===== config.mk =====
export PLATFORM = sky130hd
export DESIGN_NAME = rv_mdu
export DESIGN_NICKNAME = d
export VERILOG_FILES = /design/src/rtl/rv_mdu.sv
export SDC_FILE = /design/constraint.sdc
export NUM_CORES = 1
export LEC_CHECK = 0
export ABC_AREA = 1
export CAP_MARGIN = 20
export CORE_ASPECT_RATIO = 0.7
export CORE_MARGIN = 2
export CORE_UTILIZATION = 35
export CTS_BUF_LIST = sky130_fd_sc_hd__clkbuf_2 sky130_fd_sc_hd__clkbuf_4 sky130_fd_sc_hd__clkbuf_8
export DETAILED_ROUTE_END_ITERATION = 16
export GPL_TIMING_DRIVEN = 0
export SLEW_MARGIN = 10
export SYNTH_ARGS = -nofsm -noshare
export SYNTH_HDL_FRONTEND = slang
export SYNTH_SLANG_ARGS = --single-unit

===== constraint.sdc =====
create_clock -name clk_i -period 12.89 [get_ports clk_i]
set_input_delay 1.289 -clock clk_i [delete_from_list [all_inputs] [get_ports clk_i]]
set_output_delay 1.289 -clock clk_i [all_outputs]
set_load 0.02 [all_outputs]

===== src/rtl/rv_mdu.sv =====
// Iterative RV32M multiply/divide unit: radix-2 shift-add multiply and restoring divide
// on magnitudes, with the sign applied when the last iteration retires.
module rv_mdu #(
   parameter int unsigned XLEN     = 32,
   parameter int unsigned MDU_OP_W = 3
) (
   input  logic                clk_i,
   input  logic                rst_i,
   input  logic                mdu_req_i,
   input  logic [MDU_OP_W-1:0] mdu_op_i,
   input  logic [XLEN-1:0]     mdu_port_a_i,
   input  logic [XLEN-1:0]     mdu_port_b_i,
   input  logic                mdu_kill_i,
   output logic                mdu_ready_o,
   output logic                mdu_busy_o,
   output logic                mdu_result_valid_o,
   input  logic                mdu_result_ready_i,
   output logic [XLEN-1:0]     mdu_result_o
);

   localparam int unsigned CNT_W = $clog2(XLEN);
   localparam logic [XLEN-1:0] INT_MIN = {1'b1, {(XLEN-1){1'b0}}};

   typedef enum logic [1:0] {S_IDLE, S_CALC, S_DONE} state_e;
   typedef enum logic [MDU_OP_W-1:0] {
      OP_MUL    = 3'd0,
      OP_MULH   = 3'd1,
      OP_MULHSU = 3'd2,
      OP_MULHU  = 3'd3,
      OP_DIV    = 3'd4,
      OP_DIVU   = 3'd5,
      OP_REM    = 3'd6,
      OP_REMU   = 3'd7
   } mdu_op_e;

   state_e              state_q, state_d;
   mdu_op_e             op_q, op_d, op_in;
   logic [CNT_W-1:0]    cnt_q, cnt_d;
   logic [2*XLEN-1:0]   acc_q, acc_d;
   logic [XLEN-1:0]     opnd_q, opnd_d;
   logic                neg_q, neg_d;
   logic [XLEN-1:0]     result_q, result_d;

   logic                a_signed, b_signed, a_neg, b_neg, in_is_div;
   logic [XLEN-1:0]     a_mag, b_mag;
   logic [XLEN:0]       mul_sum, div_r, div_diff;
   logic [2*XLEN-1:0]   iter_next, prod;
   logic [XLEN-1:0]     quo, rem;

   always_comb begin
      state_d  = state_q;
      op_d     = op_q;
      cnt_d    = cnt_q;
      acc_d    = acc_q;
      opnd_d   = opnd_q;
      neg_d    = neg_q;
      result_d = result_q;

      op_in     = mdu_op_e'(mdu_op_i);
      in_is_div = mdu_op_i[2];
      a_signed  = (op_in == OP_MUL) || (op_in == OP_MULH) || (op_in == OP_MULHSU) ||
                  (op_in == OP_DIV) || (op_in == OP_REM);
      b_signed  = (op_in == OP_MUL) || (op_in == OP_MULH) ||
                  (op_in == OP_DIV) || (op_in == OP_REM);
      a_neg     = a_signed && mdu_port_a_i[XLEN-1];
      b_neg     = b_signed && mdu_port_b_i[XLEN-1];
      a_mag     = a_neg ? -mdu_port_a_i : mdu_port_a_i;
      b_mag     = b_neg ? -mdu_port_b_i : mdu_port_b_i;

      // acc holds {partial product, remaining multiplier} or {partial remainder, dividend/quotient}
      mul_sum   = {1'b0, acc_q[2*XLEN-1:XLEN]} + (acc_q[0] ? {1'b0, opnd_q} : '0);
      div_r     = {acc_q[2*XLEN-1:XLEN], acc_q[XLEN-1]};
      div_diff  = div_r - {1'b0, opnd_q};
      if (op_q[2])
         iter_next = div_diff[XLEN] ? {div_r[XLEN-1:0], acc_q[XLEN-2:0], 1'b0}
                                    : {div_diff[XLEN-1:0], acc_q[XLEN-2:0], 1'b1};
      else
         iter_next = {mul_sum, acc_q[XLEN-1:1]};

      prod = neg_q ? -iter_next : iter_next;
      quo  = neg_q ? -iter_next[XLEN-1:0] : iter_next[XLEN-1:0];
      rem  = neg_q ? -iter_next[2*XLEN-1:XLEN] : iter_next[2*XLEN-1:XLEN];

      unique case (state_q)
         S_IDLE: begin
            if (mdu_req_i) begin
               op_d = op_in;
               if (in_is_div && (mdu_port_b_i == '0)) begin
                  result_d = (op_in == OP_DIV || op_in == OP_DIVU) ? '1 : mdu_port_a_i;
                  state_d  = S_DONE;
               end else if ((op_in == OP_DIV || op_in == OP_REM) &&
                            (mdu_port_a_i == INT_MIN) && (mdu_port_b_i == '1)) begin
                  result_d = (op_in == OP_DIV) ? INT_MIN : '0;
                  state_d  = S_DONE;
               end else begin
                  cnt_d   = CNT_W'(XLEN-1);
                  opnd_d  = in_is_div ? b_mag : a_mag;
                  acc_d   = {{XLEN{1'b0}}, (in_is_div ? a_mag : b_mag)};
                  neg_d   = (op_in == OP_REM) ? a_neg : (a_neg ^ b_neg);
                  state_d = S_CALC;
               end
            end
         end
         S_CALC: begin
            acc_d = iter_next;
            if (cnt_q == '0) begin
               state_d = S_DONE;
               case (op_q)
                  OP_MUL:                       result_d = prod[XLEN-1:0];
                  OP_MULH, OP_MULHSU, OP_MULHU: result_d = prod[2*XLEN-1:XLEN];
                  OP_DIV, OP_DIVU:              result_d = quo;
                  OP_REM, OP_REMU:              result_d = rem;
               endcase
            end else begin
               cnt_d = cnt_q - 1'b1;
            end
         end
         S_DONE: begin
            if (mdu_result_ready_i)
               state_d = S_IDLE;
         end
         default: state_d = S_IDLE;
      endcase

      if (mdu_kill_i)
         state_d = S_IDLE;
   end

   always_ff @(posedge clk_i) begin
      if (rst_i) begin
         state_q  <= S_IDLE;
         op_q     <= OP_MUL;
         cnt_q    <= '0;
         acc_q    <= '0;
         opnd_q   <= '0;
         neg_q    <= 1'b0;
         result_q <= '0;
      end else begin
         state_q  <= state_d;
         op_q     <= op_d;
         cnt_q    <= cnt_d;
         acc_q    <= acc_d;
         opnd_q   <= opnd_d;
         neg_q    <= neg_d;
         result_q <= result_d;
      end
   end

   always_comb begin
      mdu_ready_o        = (state_q == S_IDLE);
      mdu_busy_o         = (state_q != S_IDLE);
      mdu_result_valid_o = (state_q == S_DONE);
      mdu_result_o       = result_q;
   end

endmodule

# Word level (Yosys, flattened, before mapping)

Index checks and enable logic that the tools add are counted.

Register bits after elaboration: 139
Bits of input ports: 72
Output and inout port bits: 35
Word-level logic and storage cells: 105

Add/sub/neg operators: 8
Equality and inequality tests: 23
Multiplexer cells: 34
Bitwise gates (word level): 3
Reductions and logical operators: 30

Operators by type and width:

| operator             | number |
|---|---|
| $mux 32              | 13 |
| $mux 64              | 6 |
| $neg 32->32          | 4 |
| $pmux 32 s4          | 1 |
| $pmux 64 s2          | 1 |
| $eq 32x32->1 const B | 2 |
| $neg 64->64          | 1 |
| $pmux 32 s2          | 1 |
| $add 32x32->33       | 1 |
| $sub 33x32->33       | 1 |
| $logic_not 32->1     | 1 |
| $eq 3x3->1 const B   | 7 |
| $mux 5               | 4 |
| $reduce_and 4->1     | 3 |
| $mux 2               | 5 |
| $ne 2x2->1 const B   | 5 |
| $pmux 5 s2           | 1 |
| $eq 3x2->1 const B   | 3 |
| $logic_or 1x1->1     | 8 |
| $eq 3x1->1 const B   | 2 |
| $logic_not 3->1      | 2 |
| $pmux 2 s3           | 1 |
| $reduce_or 2->1      | 3 |
| $logic_and 1x1->1    | 5 |
| other kinds (15)     | 17 |

# Logic depth before layout (Yosys ltp)

Depth in word-level cells: 12
Mapped depth: 39
Gate-level depth less buffers: 39

# Worst setup path before layout

No wires, ideal clock.

Kind: register to register
From: reg acc_q[31]
To: reg result_q[18] (netlist: mdu_result_o[18])
Setup time: 0.119 ns
Data arrival time: 3.934 ns
Data required time: 12.771 ns
Setup slack: 8.836 ns
Stages on the path, launching flop included: 39
Path buffers: 0
Period minus slack after synthesis: 4.054 ns
Cell sequence: dfxtp_1 > inv_1 > ha_1 > inv_1 > fa_1 > nand2_1 > nand2_1 > nand3_1 > nand2_2 > nand2_2 > nand2_2 > nand2_2 > nand2_2 > nand2_2 > nand2_2 > nand2_2 > nand2_2 > inv_1 > [... 3 more ...] > nand2_1 > nor2_1 > nand2_1 > nor2_1 > nand3_1 > inv_1 > nand2_1 > nor2_1 > nand3_1 > o21ai_1 > nand2_1 > nor2_2 > nand2_1 > xor2_1 > nand2_1 > nand3_1 > nand2_1 > a21oi_1

Word-level cells in the longest chain between the ends: 8
Elaborated cells between the ends (all ways): 12
Classes of those cells: add/sub: 4; mux: 8

RTL lines:

| item                                      | RTL line | RTL |
|---|---|---|
| from (decl)                               | 39       | `logic [2*XLEN-1:0] acc_q, acc_d;` |
| from (signal assigned)                    | 134      | `acc_q <= '0;` |
| from (signal assigned)                    | 142      | `acc_q <= acc_d;` |
| $sub 33x32->33                            | 73       | `div_diff = div_r - {1'b0, opnd_q};` |
| $mux 64                                   | 75       | `iter_next = div_diff[XLEN] ? {div_r[XLEN-1:0], acc_q[XLEN-2:0], 1'b0}` |
| $mux 64 (*)                               | 74       | `if (op_q[2])` |
| $neg 64->64, or another cell as far along | 80       | `prod = neg_q ? -iter_next : iter_next;` |
| $mux 64, or another cell as far along     | 80       |  |
| $pmux 32 s4 (*)                           | 108      | `case (op_q)` |
| $mux 32 (*)                               | 106      | `if (cnt_q == '0) begin` |
| $pmux 32 s2 (*)                           | 84       | `unique case (state_q)` |
| to (signal assigned)                      | 145      | `result_q <= result_d;` |
| to (decl)                                 | 42       | `logic [XLEN-1:0] result_q, result_d;` |

Every way passes the cells marked *; elsewhere a longest branch is shown, timed or not. The select of a mux whose other input is x is not followed.
A chain may end at the register's enable or synchronous reset.

# Final worst setup path

From: reg opnd_q[0]
To: reg result_q[4] (netlist: mdu_result_o[4])

Word-level cells in the longest chain between the ends: 8
Elaborated cells between the ends (all ways): 14
Classes of those cells: add/sub: 5; mux: 9

RTL lines:

| item                                             | RTL line | RTL |
|---|---|---|
| from (decl)                                      | 40       | `logic [XLEN-1:0] opnd_q, opnd_d;` |
| from (signal assigned)                           | 143      | `opnd_q <= opnd_d;` |
| $sub 33x32->33 / $mux 32 (equally long branches) | 73, 71   |  |
| $mux 64 / $add 32x32->33 (equally long branches) | 75, 71   |  |
| $mux 64 (*)                                      | 74       |  |
| $neg 64->64, or another cell as far along        | 80       |  |
| $mux 64, or another cell as far along            | 80       |  |
| $pmux 32 s4 (*)                                  | 108      |  |
| $mux 32 (*)                                      | 106      |  |
| $pmux 32 s2 (*)                                  | 84       |  |

Marks and branches as above.

==> run_results.csv <==
group,metric,value,unit
drt,drcViolationCount,0,
logic_synthesis,synth-seq-area-share,16.1,%
final_layout,layout_common_cells,"nand2_1, inv_1, nor2_1, a21oi_1, nand3_1",
logic_synthesis,syn_inst,3142,
worst_setup_path,rr_worst_depth,32,
clock_network,cts.clk_slew.worst_paths,100,ps
drt,first_pass_iters,8,
logic_synthesis,synth.largest_area_cell,"nand2_1",
worst_setup_path,crit_arrival,6250,ps
placement,io_buffer_count,106,
sta,tightest_slew,1040,ps
clock_network,clock_latency,530,ps
logic_synthesis,synth_simple_gate_area_share,41.5,%
global_route,grtUsageTotal,33.7,%
worst_setup_path,path_class,"reg2reg",
sta,setup_violations,0,
logic_synthesis,synthArstFlopShare,0,%
clock_network,cts_resized,0,
logic_synthesis,yosys.area_share.xor_xnor,5.39,%
floorplan,rows,67,
clock_network,h-tree-depth,4,
final_layout,design_area,19500,sq um
worst_setup_path,r2r_slack,7030,ps
logic_synthesis,syn-num-nets,3287,
global_route,grt_pass1_wl,128000,um
outcome,status,"complete, no violations",
worst_hold_path,hold_class,"reg2reg",
drt,antenna_left,0,
floorplan,start_util,35.8,%
floorplan,coreArea,48200,sq um
sta,rsz0062_at_grt,"false",
clock_network,cts_max_path_buffers,2,
placement,dpl_worst_slack,7350,ps
clock_network,cts-root-buf,"clkbuf_8",
floorplan,die_w,269,um
worst_setup_path,path_max_fanout,7,
logic_synthesis,synth_mux_area_share,0,%
logic_synthesis,synth_fa_ha_area_share,5.39,%
placement,placed_cell_area,19100,sq um
worst_setup_path,startpoint_type,"flop",
final_layout,mostFrequentLayoutCell,"nand2_1",
logic_synthesis,yosysTopAreaCellShare,20.2,%
sta,skew,24.1,ps
sta,min_period,5860,ps
worst_setup_path,crit_start,"opnd_q[0]",
sta,fin_ws,7030,ps
logic_synthesis,synth-edff-count,0,
power,p_per_area,87.4,nW/um^2
worst_setup_path,required,13280,ps
logic_synthesis,yosys_warnings,0,
worst_setup_path,r2r_start,"opnd_q[0]",
logic_synthesis,synth-seq-cells,139,
worst_hold_path,hold_depth,2,
sta,slew_viol_final,0,
worst_setup_path,crit_top_cell,"nand2_2",
global_route,grt_pass1_vias,19100,
placement,place.gp.congestion,1.06,
floorplan,die_y,190,um
final_layout,drive_above_1_share,5.49,%
power,vdd_drop_max,0.0660,mV
run,maxCapViolCount,0,
worst_setup_path,end_kind,"flop",
sta,period_share,45.4,%
drt,drt_iter0_markers,3680,
sta,hold_viol,0,
drt,vias,22200,
sta,fin_tns_setup,0,ps
clock_network,cts-hold-fix-buffers,0,
final_layout,syn_to_final_growth,13.3,%
drt,wl_per_cell,22.6,um
final_layout,nets,3412,
logic_synthesis,syn_area,17200,sq um
worst_setup_path,cpPeakStageDelay,640,ps
floorplan,top_level_ports,107,
clock_network,cts_tree,"done",
logic_synthesis,synth.avg_cell_area,5.49,sq um
final_layout,fin_util,40.5,%
worst_setup_path,reg2reg_to,"mdu_result_o[4]",
logic_synthesis,ys_top_cells_by_area,"nand2_1, dfxtp_1, inv_1",
global_route,grt_max_degree,17,
placement,dp_hpwl,74600,um
clock_network,clock_sinks,139,
final_layout,stdcell_count,3936,
global_route,grt_overflow,0,
logic_synthesis,ys_types,54,
worst_setup_path,crit_slowest_cell,"o31ai_1",
logic_synthesis,synth_ff_type,"dfxtp_1",
clock_network,cts_buffers,17,
floorplan,die_area,51100,sq um
placement,dp.cells,3903,
logic_synthesis,synth_top_family_by_area,"simple AND/OR/NAND/NOR gates",
power,p_leak,9.60,nW
sta,relSlewSlack,29.8,%
logic_synthesis,synth_compound_area_share,19.4,%
worst_setup_path,cp-endpoint,"mdu_result_o[4]",
clock_network,cts_setup_buffers,0,
drt,postRouteWirelength,89000,um
sta,clock.fmax,171,MHz
drt,via_per_inst,5.64,
global_route,antenna_found_initial,4,
-- per-stage QoR --
step	hold WS (ps)	power [mW]
5_1_grt	482	1.78
4_1_cts	467	1.66
2_1_floorplan	436	0.979
3_5_place_dp	455	1.26
3_3_place_gp	453	1.27
6_report	468	1.71
-- metal layers --
layer | wire, um | part of all wire [%] | track usage [%]
met3 | 15500 | 17 | 13.6
met1 | 41600 | 47 | 53.2
met4 | 1380 | 1.5 | 6.15
met2 | 30600 | 34 | 40.8
met5 | 35 | 0.039 | 0
-- worst min path at each step --
stage,start,endpoint,slack (ps)
finish,acc_q[16],acc_q[16],470
global route,acc_q[10],acc_q[10],480
CTS,acc_q[16],acc_q[16],470
detailed placement,acc_q[16],acc_q[16],450
global placement,acc_q[16],acc_q[16],450
floorplan,acc_q[18],acc_q[18],440
-- state kept, by name (all words and copies together) (netlist names) --
signal        flops
acc_q            64
cnt_q             5
mdu_result_o     32
neg_q             1
op_q              3
opnd_q           32
state_q           2
-- logic make-up (layout without fill, tap and decap cells) --
kind of cell | count (synthesis) | in the layout
and+or+nand+nor | 1678 | 1678
buffers and inverters | 537 | 675
adders and majority gates | 73 | 73
DFF | 139 | 139
other | 0 | 1
AOI/OAI and AO/OA | 609 | 609
xor gates and xnor gates | 106 | 106
-- synth_stat cells (all sizes together), types with 2 or more instances --
cell type  instances
nor4               9
or2                8
nor3              40
o21bai             9
xnor2             24
nand3            241
nor2             337
nand2            977
a211oi            13
o22ai             12
o211ai            26
dfxtp            139
nand4             44
xor2              82
inv              418
clkinv             5
o221ai             2
fa                 2
and2               2
ha                71
o21ai            241
buf               39
a22oi              3
o31ai              5
a31oi             16
o21a               7
a21o               5
a21oi            263
clkbuf            75
nand3b            17
-- where the power goes --
group          switching (mW)  internal (mW)
sequential             0.0271          0.459
clock                   0.229          0.179
combinational           0.581          0.233
-- worst max-delay path, delay by kind of cell (launching register included) --
kind,cells,cell delay [ps]
DFF,1,430
and+or+nand+nor,21,2670
AOI/OAI and AO/OA,4,1220
buffers and inverters,4,550
adders and majority gates,3,850
-- layout make-up --
| cell class | instances | area (sq um) |
|---|---|---|
| multi-input cells | 2466 | 12400 |
| plain buffers | 114 | 498 |
| flip-flops and latches | 139 | 2780 |
| clock buffers | 17 | 234 |
| fillers | 5398 | 28700 |
| repair buffers | 106 | 1060 |
| inverters | 423 | 1590 |
| well taps | 655 | 820 |
| diodes | 1 | 2.50 |
| clock inverters | 15 | 179 |
Power figures use the tool's default switching activity.
